===== config.mk =====
export PLATFORM = sky130hd
export DESIGN_NAME = alu_seq
export DESIGN_NICKNAME = d
export VERILOG_FILES = /design/src/rtl/alu_pkg.sv /design/src/rtl/alu_seq_divmul.sv /design/src/rtl/alu_seq.sv
export SDC_FILE = /design/constraint.sdc
export NUM_CORES = 1
export LEC_CHECK = 0
export CAP_MARGIN = 20
export CORE_MARGIN = 5
export CORE_UTILIZATION = 60
export DETAILED_ROUTE_END_ITERATION = 10
export PLACE_DENSITY = 0.82
export SYNTH_ARGS = -nofsm -noshare
export SYNTH_HDL_FRONTEND = slang
export SYNTH_SLANG_ARGS = --single-unit

===== constraint.sdc =====
create_clock -name clk -period 5.35 [get_ports clk]
set_clock_uncertainty 0.15 [all_clocks]
set_input_delay 0.8025 -clock clk [delete_from_list [all_inputs] [get_ports clk]]
set_output_delay 0.8025 -clock clk [all_outputs]
set_load 0.05 [all_outputs]

===== src/rtl/alu_pkg.sv =====
// Shared types for the sequential ALU: opcode map, controller states and
// the width helper for the iteration counter.
package alu_pkg;

  typedef enum logic [3:0] {
    OP_ADD = 4'd0,
    OP_SUB = 4'd1,
    OP_MUL = 4'd2,
    OP_DIV = 4'd3,
    OP_MOD = 4'd4,
    OP_AND = 4'd5,
    OP_OR  = 4'd6,
    OP_XOR = 4'd7,
    OP_SHL = 4'd8,
    OP_SHR = 4'd9
  } alu_op_t;

  typedef enum logic [1:0] {
    IDLE = 2'd0,
    BUSY = 2'd1,
    DONE = 2'd2
  } alu_state_t;

  // Bits needed to hold an iteration count from 0 to width inclusive.
  function automatic int unsigned cnt_width(input int unsigned width);
    return $clog2(width + 1);
  endfunction

endpackage


===== src/rtl/alu_seq_divmul.sv =====
// Iterative shift-add multiplier / restoring divider sharing one
// accumulator, one shift register and one iteration counter.
module alu_seq_divmul
  import alu_pkg::*;
#(
  parameter int unsigned WIDTH = 4
) (
  input  logic             clk,
  input  logic             rst,
  input  logic             start,
  input  alu_op_t          op,
  input  logic [WIDTH-1:0] a,
  input  logic [WIDTH-1:0] b,
  output logic             done,
  output logic [WIDTH-1:0] result,
  output logic             hi_nonzero
);

  localparam int unsigned CW = cnt_width(WIDTH);

  alu_op_t          op_q;
  logic [WIDTH-1:0] acc;
  logic [WIDTH-1:0] sh;
  logic [WIDTH-1:0] dv;
  logic [CW-1:0]    cnt;

  logic [WIDTH-1:0] acc_n;
  logic [WIDTH-1:0] sh_n;
  logic [WIDTH:0]   sum;
  logic [WIDTH:0]   trial;
  logic [WIDTH:0]   rem;

  // One iteration: {acc,sh} is the product (MUL) or remainder:dividend (DIV/MOD).
  always_comb begin
    acc_n = acc;
    sh_n  = sh;
    sum   = '0;
    trial = '0;
    rem   = '0;
    if (op_q == OP_MUL) begin
      sum   = {1'b0, acc} + (sh[0] ? {1'b0, dv} : '0);
      acc_n = sum[WIDTH:1];
      sh_n  = {sum[0], sh[WIDTH-1:1]};
    end else begin
      trial = {acc, sh[WIDTH-1]};
      if (trial >= {1'b0, dv}) begin
        rem  = trial - {1'b0, dv};
        sh_n = {sh[WIDTH-2:0], 1'b1};
      end else begin
        rem  = trial;
        sh_n = {sh[WIDTH-2:0], 1'b0};
      end
      acc_n = rem[WIDTH-1:0];
    end
  end

  // The final iteration is presented combinationally so the controller
  // can capture it on the same edge the counter reaches zero.
  assign done       = (cnt == CW'(1));
  assign result     = (op_q == OP_MOD) ? acc_n : sh_n;
  assign hi_nonzero = (op_q == OP_MUL) && (acc_n != '0);

  always_ff @(posedge clk) begin
    if (rst) begin
      op_q <= OP_ADD;
      acc  <= '0;
      sh   <= '0;
      dv   <= '0;
      cnt  <= '0;
    end else if (start) begin
      op_q <= op;
      acc  <= '0;
      sh   <= a;
      dv   <= b;
      cnt  <= CW'(WIDTH);
    end else if (cnt != '0) begin
      acc  <= acc_n;
      sh   <= sh_n;
      cnt  <= cnt - CW'(1);
    end
  end

endmodule


===== src/rtl/alu_seq.sv =====
// Registered WIDTH-bit ALU with valid/ready on both sides: single-cycle
// logic/arith/shift ops plus an iterative engine for MUL/DIV/MOD.
module alu_seq
  import alu_pkg::*;
#(
  parameter int unsigned WIDTH = 4
) (
  input  logic             clk,
  input  logic             rst,
  input  logic             in_valid,
  output logic             in_ready,
  input  logic [WIDTH-1:0] A,
  input  logic [WIDTH-1:0] B,
  input  logic [3:0]       S,
  output logic             out_valid,
  input  logic             out_ready,
  output logic [WIDTH-1:0] Q,
  output logic             N,
  output logic             Z,
  output logic             V,
  output logic             C
);

  alu_state_t         state;
  alu_state_t         state_nxt;
  alu_op_t            op;
  logic               start;
  logic               load;
  logic [WIDTH-1:0]   ld_q;
  logic               ld_v;
  logic               ld_c;
  logic [WIDTH-1:0]   sc_q;
  logic               sc_v;
  logic               sc_c;
  logic [WIDTH:0]     ext;
  logic [2*WIDTH-1:0] wide;
  logic               eng_done;
  logic               eng_hi;
  logic [WIDTH-1:0]   eng_result;

  assign op    = alu_op_t'(S);
  assign start = (state == IDLE) && in_valid &&
                 ((op == OP_MUL) || (((op == OP_DIV) || (op == OP_MOD)) && (B != '0)));

  alu_seq_divmul #(.WIDTH(WIDTH)) u_divmul (
    .clk        (clk),
    .rst        (rst),
    .start      (start),
    .op         (op),
    .a          (A),
    .b          (B),
    .done       (eng_done),
    .result     (eng_result),
    .hi_nonzero (eng_hi)
  );

  // Single-cycle datapath; DIV/MOD entries here only cover divide-by-zero.
  always_comb begin
    sc_q = '0;
    sc_v = 1'b0;
    sc_c = 1'b0;
    ext  = '0;
    wide = '0;
    case (op)
      OP_ADD: begin
        ext  = {1'b0, A} + {1'b0, B};
        sc_q = ext[WIDTH-1:0];
        sc_c = ext[WIDTH];
        sc_v = (A[WIDTH-1] == B[WIDTH-1]) && (sc_q[WIDTH-1] != A[WIDTH-1]);
      end
      OP_SUB: begin
        ext  = {1'b0, A} - {1'b0, B};
        sc_q = ext[WIDTH-1:0];
        sc_c = ~ext[WIDTH];
        sc_v = (A[WIDTH-1] != B[WIDTH-1]) && (sc_q[WIDTH-1] != A[WIDTH-1]);
      end
      OP_DIV: begin
        sc_q = '1;
        sc_v = 1'b1;
      end
      OP_MOD: begin
        sc_q = A;
        sc_v = 1'b1;
      end
      OP_AND: sc_q = A & B;
      OP_OR:  sc_q = A | B;
      OP_XOR: sc_q = A ^ B;
      // The bit just past the result window is the last one shifted out.
      OP_SHL: begin
        wide = {{WIDTH{1'b0}}, A} << B;
        sc_q = wide[WIDTH-1:0];
        sc_c = wide[WIDTH];
      end
      OP_SHR: begin
        wide = {A, {WIDTH{1'b0}}} >> B;
        sc_q = wide[2*WIDTH-1:WIDTH];
        sc_c = wide[WIDTH-1];
      end
      OP_MUL: sc_q = '0;
      default: sc_v = 1'b1;
    endcase
  end

  // Next-state and result-load selection.
  always_comb begin
    state_nxt = state;
    load      = 1'b0;
    ld_q      = sc_q;
    ld_v      = sc_v;
    ld_c      = sc_c;
    case (state)
      IDLE: begin
        if (in_valid) begin
          if (start) begin
            state_nxt = BUSY;
          end else begin
            state_nxt = DONE;
            load      = 1'b1;
          end
        end
      end
      BUSY: begin
        if (eng_done) begin
          state_nxt = DONE;
          load      = 1'b1;
          ld_q      = eng_result;
          ld_v      = eng_hi;
          ld_c      = 1'b0;
        end
      end
      DONE: begin
        if (out_ready) state_nxt = IDLE;
      end
      default: state_nxt = IDLE;
    endcase
  end

  always_ff @(posedge clk) begin
    if (rst) begin
      state     <= IDLE;
      Q         <= '0;
      N         <= 1'b0;
      Z         <= 1'b0;
      V         <= 1'b0;
      C         <= 1'b0;
      out_valid <= 1'b0;
      in_ready  <= 1'b1;
    end else begin
      state     <= state_nxt;
      out_valid <= (state_nxt == DONE);
      in_ready  <= (state_nxt == IDLE);
      if (load) begin
        Q <= ld_q;
        N <= ld_q[WIDTH-1];
        Z <= (ld_q == '0);
        V <= ld_v;
        C <= ld_c;
      end
    end
  end

endmodule

==> impl_metrics.toml <==
[placement]
place.gp.congestion = 0.9259
dp_cells = 440
dp_hpwl_um = 5602
numPortBuffers = 25
dp_slack_ns = 1.250

[floorplan]
die_y_um = 80.08
core-area_sq_um = 4755
pin_count = 26
chipWidth_um = 80.08
row_count = 25
start_util_pct = 61.97
die_area_sq_um = 6413

[clock_network]
cts_sinks = 30
clockRootBuffer = "clkbuf_8"
cts_tree = "yes"
clkTransAtPathRegs_ns = 0.06
post_cts_buffers = 0
ctsLongestPathBuffers = 2
insertion_delay_ns = 0.29
cts_hold_buf = 0
post_cts_resized = 0
htree_levels = 2
cts_buffers = 5

[global_routing]
grt_pass1_wl_um = 12050
first_global_vias = 2476
grtUsageTotal_pct = 23.57
gr-total-overflow = 0
grt_max_degree = 25
grt_antenna_before_repair = 0

[status]
status = "completed"

[timing]
slew_violations = 0
max_freq_mhz = 260.6
rsz0062_at_grt = "no"
fin_ws_ns = 1.513
layout_min_cycle_time_ns = 3.837
fin_hold_ws_ns = 0.3415
tightestPinTransition_ns = 0.8679
period_share_pct = 71.72
finalSetupViolations = 0
relSlewSlack_pct = 41.96
finalHoldViolCount = 0
fin_tns_setup_ns = 0

[layout]
nets = 425
areaGrowthSynthToFinish_pct = 11.25
drive_gt1_share_pct = 6.037
n_fill_cell = 387
fin_cells = 448
final_core_util_pct = 68.95
num_antenna_cells = 0

[logic_synthesis]
ys_types = 71
syn_avg_cell_area_sq_um = 8.029
synthFlopType = "dfxtp_1"
muxShareOfSynthArea_pct = 10.91
synth_fp_nets = 412
synth-xor-area-share_pct = 1.486
synth_area_leader_cell = "dfxtp_1"
netlist_instances = 367
synthSimpleGateAreaFrac_pct = 25.94
synth_fa_ha_area_share_pct = 13.33
synth_top_family_by_area = "simple AND/OR/NAND/NOR gates"
synth.most_common_cell = "nor2_1"
synth_edf_count = 0
synth_compound_area_share_pct = 20.72
synth_common_cells = "nor2_1 (51), dfxtp_1 (30), a21oi_1 (25), ha_1 (25), mux2i_1 (25)"
synth.cell_area_sq_um = 2947
yosysWarnings = 0
synth_area_leaders = "dfxtp_1 (20%), ha_1 (11%), mux2i_1 (8.5%)"
async_flop_share_pct = 0
yosysTopAreaCellShare_pct = 20.38
ys_ff_latch = 30
ys_seq_area_share_pct = 20.38

[detailed_routing]
drt_wl_total_um = 7393
postRouteAntennaNets = 0
drt_pass1_iterations = 4
wl_per_cell_um = 16.50
drtIter0Drc = 323
routed_via_density = 6.350
drc_errors = 0
via_count = 2845

[job]
max_cap_viol_count = 0

[worst_setup_path]
path_max_fanout = 13
end_kind = "register"
crit_path_top_delay_cell = "clkdlybuf4s50_1"
crit_type = "input port to register"
worstPathCellList = "clkdlybuf4s50_1 > inv_1 > ha_1 > or3_1 > and4b_1 > o32a_1 > or4_4 > a21oi_2 > o311ai_1 > o22ai_1"
critPathTopFamily = "simple AND/OR/NAND/NOR gates"
start_kind = "input port"
cpPeakStageDelay_ns = 0.74
cp.buffers_inverters = 2
crit_required_ns = 5.40
arrival_ns = 3.89

[hold_path]
hp-class = "register to register"

[pwr]
p_leak_uw = 0.001404
vdd_drop_max_mv = 0.1280
power.density_nw_per_um2 = 310.9
per-layer routing:
metal / global-route usage (%) / part of all wire [%] / routed length [um] / up-vias
met5: 0 / 0 / 0 / -
met4: 7.095 / 2.1 / 157 / 0
met3: 3.700 / 8.5 / 629 / 17
met2: 36.75 / 45 / 3362 / 151
met1: 33.33 / 44 / 3244 / 1311
li1: - / - / - / 1366
where the power goes:
group          total (uW)  internal (uW)  leakage [uW]  switching, uW
Clock                 191            104     0.0000482           87.6
Combinational         514            212       0.00111            302
Sequential            313            265      0.000246           48.1
Total                1020            581       0.00140            438
state kept, by name (all words and copies together) (netlist names):
name           cells
V                  1
out_valid          1
state              2
u_divmul.sh        4
Z                  1
C                  1
u_divmul.cnt       3
u_divmul.op_q      4
u_divmul.dv        4
Q                  4
in_ready           1
u_divmul.acc       4
cell type report:
class	count	area (sq um)	share of cell area (%)
multi-input combinational	292	2133	65.08
sequential	30	600.6	18.32
timing repair buffer	27	265.3	8.092
inverter	24	103.9	3.168
clock buffer	7	86.33	2.634
tap	67	83.83	2.557
clock inverter	1	5.005	0.1527
logic make-up (layout without fill, tap and decap cells):
| logic type | count (synthesis) | in the layout |
|---|---|---|
| and+or+nand+nor | 138 | 138 |
| AOI/OAI and AO/OA | 91 | 91 |
| buffers and inverters | 45 | 59 |
| DFF | 30 | 30 |
| adders and majority gates | 29 | 29 |
| muxes | 29 | 29 |
| xor gates and xnor gates | 5 | 5 |
through the flow:
| stage | area [sq um] | power (uW) |
|---|---|---|
| finish | 3278 | 1019 |
| global route | 3278 | 1092 |
| CTS | 3278 | 1013 |
| detailed placement | 3187 | 822.4 |
| global placement | 3187 | 810.9 |
| floorplan | 2947 | 708.8 |
placed cells by master (no fill, tap or decap), drive strengths merged, types with 4 or more instances in the layout:
| cell type | synthesis | routed |
|---|---|---|
| nand3b | 5 | 5 |
| or3 | 6 | 6 |
| a211oi | 10 | 10 |
| ha | 25 | 25 |
| a31oi | 5 | 5 |
| clkdlybuf4s50 | 0 | 25 |
| inv | 23 | 23 |
| o21ai | 14 | 14 |
| nand2b | 7 | 7 |
| mux2i | 25 | 25 |
| clkbuf | 8 | 7 |
| and2 | 7 | 7 |
| dfxtp | 30 | 30 |
| nor3 | 7 | 7 |
| nor2 | 51 | 51 |
| nand3 | 5 | 5 |
| a21oi | 26 | 26 |
| nand2 | 19 | 19 |
| and3 | 4 | 4 |
| fa | 4 | 4 |
| nor4b | 5 | 5 |
| a311oi | 4 | 4 |
final timing paths:
path,from,endpoint,slack (ns),cells past startpoint
min reg2reg,Z,Z,0.34,2
max reg2reg,u_divmul.acc[1],Q[0],2.56,8
min,Z,Z,0.34,2
max,B[1],Z,1.51,10
worst register-to-register path, cell delays in order, from the launching register on:
cell      delay [ns]
dfxtp_1         0.51
ha_1            0.37
and2_1          0.19
a311oi_1        0.24
o21ai_1         0.24
or3_1           0.41
a31oi_1         0.28
a21oi_1         0.07
a211oi_1        0.23
(Power assumes the default switching activity.)
